==> src/rtl/lr35902_oam.sv <==
// lr35902_oam: 160x8 sprite attribute RAM arbitrating DMA, OAM scan, PPU fetch and CPU access
module lr35902_oam #(
   parameter int ENTRIES = 40
) (
   input  logic       clk_i,
   input  logic       reset_i,
   input  logic [7:0] dma_adr_i,
   input  logic [7:0] dma_din_i,
   input  logic       dma_write_i,
   input  logic       dma_active_i,
   input  logic [7:0] cpu_adr_i,
   input  logic [7:0] cpu_din_i,
   input  logic       cpu_read_i,
   input  logic       cpu_write_i,
   output logic [7:0] cpu_dout_o,
   input  logic       ppu_lock_i,
   input  logic [7:0] ppu_adr_i,
   input  logic       ppu_read_i,
   output logic [7:0] ppu_dout_o,
   input  logic       scan_start_i,
   output logic       scan_busy_o,
   output logic       scan_valid_o,
   output logic [5:0] scan_index_o,
   output logic [7:0] scan_y_o,
   output logic [7:0] scan_x_o
);
   localparam logic [7:0] DEPTH = 8'(4 * ENTRIES);
   localparam logic [5:0] LAST = 6'(ENTRIES - 1);
   typedef enum logic [1:0] {IDLE, RD_Y, RD_X, DRAIN} state_t;
   typedef enum logic [2:0] {S_NONE, S_Y, S_X, S_PPU, S_CPU} src_t;
   state_t state_q, state_d;
   src_t src_q, src_d;
   logic [5:0] idx_q, idx_d, vidx_q, vidx_d;
   logic [7:0] mem [4*ENTRIES];
   logic [7:0] rdat_q;
   logic [7:0] cpu_hold_q, cpu_hold_d, ppu_hold_q, scan_y_q, scan_x_q;
   logic dma_wr, scan_req, scan_go, ppu_go, cpu_blk, cpu_go, cpu_in, cpu_rd_go, cpu_wr_go;
   logic rd_en, wr_en;
   logic [7:0] rd_adr, wr_adr, wr_dat;
   assign dma_wr    = dma_write_i && (dma_adr_i < DEPTH);
   assign scan_req  = (state_q == RD_Y) || (state_q == RD_X);
   assign scan_go   = scan_req && !dma_wr;
   assign ppu_go    = ppu_read_i && (ppu_adr_i < DEPTH) && !dma_wr && !scan_req;
   assign cpu_blk   = dma_active_i | ppu_lock_i | scan_busy_o;
   assign cpu_go    = !cpu_blk && !dma_wr && !scan_req && !ppu_go;
   assign cpu_in    = cpu_adr_i < DEPTH;
   assign cpu_rd_go = cpu_go && cpu_read_i && cpu_in;
   assign cpu_wr_go = cpu_go && cpu_write_i && cpu_in;
   assign rd_en     = scan_go | ppu_go | cpu_rd_go;
   assign rd_adr    = scan_go ? {idx_q, 1'b0, state_q == RD_X} : ppu_go ? ppu_adr_i : cpu_adr_i;
   assign wr_en     = dma_wr | cpu_wr_go;
   assign wr_adr    = dma_wr ? dma_adr_i : cpu_adr_i;
   assign wr_dat    = dma_wr ? dma_din_i : cpu_din_i;
   // Read data is returned from the shared register for one cycle, then held per requester
   assign cpu_dout_o   = (src_q == S_CPU) ? rdat_q : cpu_hold_q;
   assign ppu_dout_o   = (src_q == S_PPU) ? rdat_q : ppu_hold_q;
   assign scan_valid_o = src_q == S_X;
   assign scan_y_o     = (src_q == S_Y) ? rdat_q : scan_y_q;
   assign scan_x_o     = scan_valid_o ? rdat_q : scan_x_q;
   assign scan_index_o = vidx_q;
   assign scan_busy_o  = state_q != IDLE;
   always_comb begin
      state_d = state_q;
      idx_d   = idx_q;
      case (state_q)
         IDLE: if (scan_start_i) begin
            state_d = RD_Y;
            idx_d   = '0;
         end
         RD_Y: if (!dma_wr) state_d = RD_X;
         RD_X: if (!dma_wr) begin
            state_d = (idx_q == LAST) ? DRAIN : RD_Y;
            idx_d   = (idx_q == LAST) ? idx_q : idx_q + 6'd1;
         end
         default: state_d = IDLE;
      endcase
   end
   always_comb begin
      src_d      = scan_go ? ((state_q == RD_X) ? S_X : S_Y) : ppu_go ? S_PPU : cpu_rd_go ? S_CPU : S_NONE;
      vidx_d     = (scan_go && state_q == RD_X) ? idx_q : vidx_q;
      cpu_hold_d = (cpu_read_i && !cpu_go) ? 8'hFF : (cpu_read_i && !cpu_in) ? 8'h00 : cpu_dout_o;
   end
   always_ff @(posedge clk_i) begin
      if (wr_en) mem[wr_adr] <= wr_dat;
      if (rd_en) rdat_q <= mem[rd_adr];
   end
   always_ff @(posedge clk_i) begin
      if (reset_i) begin
         state_q    <= IDLE;
         src_q      <= S_NONE;
         idx_q      <= '0;
         vidx_q     <= '0;
         cpu_hold_q <= 8'hFF;
         ppu_hold_q <= 8'hFF;
         scan_y_q   <= '0;
         scan_x_q   <= '0;
      end else begin
         state_q    <= state_d;
         src_q      <= src_d;
         idx_q      <= idx_d;
         vidx_q     <= vidx_d;
         cpu_hold_q <= cpu_hold_d;
         ppu_hold_q <= ppu_dout_o;
         scan_y_q   <= scan_y_o;
         scan_x_q   <= scan_x_o;
      end
   end
endmodule

==> config.mk <==
export PLATFORM = sky130hd
export DESIGN_NAME = lr35902_oam
export DESIGN_NICKNAME = d
export VERILOG_FILES = /design/src/rtl/lr35902_oam.sv
export SDC_FILE = /design/constraint.sdc
export NUM_CORES = 2
export LEC_CHECK = 0
export ABC_AREA = 1
export CAP_MARGIN = 30
export CORE_MARGIN = 5
export CORE_UTILIZATION = 43
export CTS_CLUSTER_SIZE = 30
export DETAILED_ROUTE_END_ITERATION = 8
export DONT_BUFFER_PORTS = 1
export PLACE_DENSITY_LB_ADDON = 0.08
export SYNTH_ARGS = -nofsm -noshare
export SYNTH_HDL_FRONTEND = slang
export SYNTH_SLANG_ARGS = --single-unit
export TNS_END_PERCENT = 1
==> constraint.sdc <==
create_clock -name clk_i -period 8.1 [get_ports clk_i]
set_input_delay 0.81 -clock clk_i [delete_from_list [all_inputs] [get_ports clk_i]]
set_output_delay 0.81 -clock clk_i [all_outputs]
set_load 0.1 [all_outputs]
==> flow_summary.yaml <==
setup_path:
  endpoint: "rdat_q[6]$_DFFE_PP_"
  cp.arrival_ns: 5.90
  r2r_start: "state_q[0]$_SDFFE_PP0P_"
  startpoint_type: "input pin"
  cp_slowest_cell: "buf_12"
  crit_fanout: 173
  cpPeakStageDelay_ns: 0.69
  end_kind: "register"
  crit_top_cell: "nand3_1"
  path_cells: "o21ai_1, nand2_1, nand2_1, nor2_1, nor2_4, buf_12, buf_12, nand3_1, nand3_1, nand3_1, nand3_1, nand3_1, nand3_1, nand3_1, nand2_1"
  worstRegToRegCells: 18
  worst-setup-path-type: "input pin to register"
  critPathLaunch: "dma_adr_i[6]"
  regToRegSetupSlack_ns: 2.87
  worstPathRequired_ns: 8.74
  r2r-end: "rdat_q[5]$_DFFE_PP_"
place:
  dp_hpwl_um: 100000
  dp_worst_setup_slack_ns: 2.12
  gp_congestion: 0.837
  place_inst: 6687
  numPortBuffers: 0
status:
  outcome: "finished, violations left"
  violations: "slew limit"
floorplan:
  die_area_um2: 141000
  num_rows: 134
  coreArea_um2: 133000
  die_x_um: 376
  initial_utilization: 0.432
  io_pins: 89
  die_h_um: 376
yosys:
  synthTopCellsByArea: "edfxtp_1, nand3_1, nand2_1"
  synth_top_area_share: 0.673
  syn_inst: 5138
  ys.flop_type: "edfxtp_1"
  synth-seq-cells: 1337
  synth_top_cell_by_area: "edfxtp_1"
  ys.warnings.count: 0
  synth.distinct_cells: 35
  synth_area_um2: 57500
  yosysSeqAreaShare: 0.690
  yosys-top-cells-count: "edfxtp_1, nand2_1, nand3_1, inv_1, nor2_1"
  synth_most_common_cell: "edfxtp_1"
  synthArstFlopShare: 0
  synth_edf_count: 1288
  synth_nets: 5192
  syn_area_per_cell_um2: 11.2
timing:
  tightest_slew_ns: 1.57
  hold_viol: 0
  layout_setup_ws_ns: 2.84
  slew_violations: 66
  post-route-period-util: 0.650
  clock.fmax_ghz: 0.190
  slew_headroom: -0.0487
  period_minus_slack_ns: 5.26
  fin_skew_ns: 0.0238
  rsz0062_at_grt: "false"
  setup_violations: 0
  tns_ns: 0
clocking:
  cts_buffer_depth: 3
  clk_latency_ns: 0.78
  clkSlewWorstSetupHoldPaths_ns: 0.06
  cts_hold_buf: 0
  post-cts-setup-buffers: 0
  cts_resized: 0
  cts_tree: "done"
  clock_sinks: 1337
  cts_max_level: 4
  cts_buffers: 148
  cts_root_buf: "clkbuf_16"
final_layout:
  multi_input_area_um2: 14500
  areaGrowthSynthToFinish_pct: 12.4
  fin_cells: 6960
  seq_area_um2: 39700
  fin_nets: 5126
  fillers: 12000
  drive_above_1_share: 0.0719
detailed_routing:
  vias: 38600
  routed_wl_um: 175000
  wl_per_cell_um: 25.2
  first_pass_iters: 6
  drt_iter0_drc: 3947
  drtAntennaViolNets: 0
  via_per_inst: 5.54
  route.detailed.drc: 0
global_route:
  grt_overflow: 0
  grt_pass1_vias: 36500
  grt_max_degree: 201
  antenna_found_initial: 4
  grt_pass1_wl_um: 257000
  grtUsageTotal: 0.244
power_and_ir_drop:
  vdd_drop_max_mv: 0.473
  power.density_nw_per_um2: 375
  power.leakage_nw: 23.8
run:
  maxCapViolCount: 0
worst_hold_path:
  hp-class: "input pin to register"
[power breakdown]
group	internal (mW)	switching, mW	total [mW]
Combinational	2.53	7.43	9.96
Sequential	7.76	0.0759	7.84
Clock	3.66	2.77	6.43
Total	14.0	10.3	24.2
[routing by layer]
layer / track usage / vias up / part of all wire
met5: 0 / - / 0.000051
met4: 0.0602 / 2 / 0.022
met3: 0.0376 / 226 / 0.058
met2: 0.388 / 1199 / 0.47
met1: 0.355 / 19400 / 0.45
li1: - / 17800 / -
[state kept, by name (all words and copies together) (netlist names)]
name          count
mem            1280
rdat_q            8
scan_y_q          8
src_q             3
scan_x_q          8
ppu_hold_q        8
state_q           2
idx_q             6
scan_index_o      6
cpu_hold_q        8
[cell families (layout without fill, tap and decap cells)]
kind of cell    after synthesis  after routing  share of synthesized area
simple gates               2598           2598                      0.211
flops                      1337           1337                      0.690
buf+inv                     863            915                     0.0603
compound gates              333            333                     0.0371
fa+ha+maj                     5              5                    0.00109
xor+xnor                      1              1                   0.000152
mux                           1              1                   0.000174
other cells                   0              2                          0
[placed cells by master, fill, tap and decap left out, drive strengths merged]
cell type / n
edfxtp: 1288
nand2: 989
nand3: 966
inv: 531
nor2: 323
nand3b: 280
clkbuf: 191
o21ai: 152
buf: 118
clkinv: 69
o221ai: 64
o211ai: 58
dfxtp: 49
a21oi: 28
or2: 21
a211oi: 16
nor3: 10
o21a: 8
nand4: 6
bufinv: 6
ha: 5
a221oi: 4
diode: 2
nor4: 2
a31oi: 2
mux2i: 1
o21bai: 1
nor3b: 1
xnor2: 1
[final cells by class]
type                    instances  area share
flip-flops and latches       1337       0.614
inverters                     529      0.0312
multi-input cells            2938       0.225
repair buffers                118      0.0252
clock buffers                 191      0.0618
clock inverters                77     0.00856
diodes                          2   0.0000775
well taps                    1768      0.0342
[worst min-delay path by stage]
stage,from,slack [ns],cells after the start,end
floorplan,idx_q[2]$_SDFFE_PP0P_,0.45,2,idx_q[2]$_SDFFE_PP0P_
global placement,idx_q[2]$_SDFFE_PP0P_,0.49,2,idx_q[2]$_SDFFE_PP0P_
detailed placement,idx_q[2]$_SDFFE_PP0P_,0.49,2,idx_q[2]$_SDFFE_PP0P_
CTS,reset_i,0.04,1,src_q[0]$_SDFF_PP0_
global route,reset_i,0.07,1,scan_x_q[2]$_SDFF_PP0_
finish,reset_i,0.11,1,scan_x_q[4]$_SDFF_PP0_
[through the flow]
step           area [um^2]   util  power (mW)  hold WS, ns
5_1_grt              64600  0.485        25.4       0.0663
3_5_place_dp         60000  0.451        17.9        0.490
2_1_floorplan        57500      -        14.2        0.450
4_1_cts              64500  0.485        24.3       0.0370
3_3_place_gp         59000  0.444        17.6        0.492
6_report             64600  0.485        24.2        0.111
[critical path, delay by kind of cell]
kind	cells	cell delay, ns
AO/OA/AOI/OAI	1	0.56
buffers and inverters	2	1.30
AND/OR/NAND/NOR	12	2.93
(Power assumes the default switching activity.)
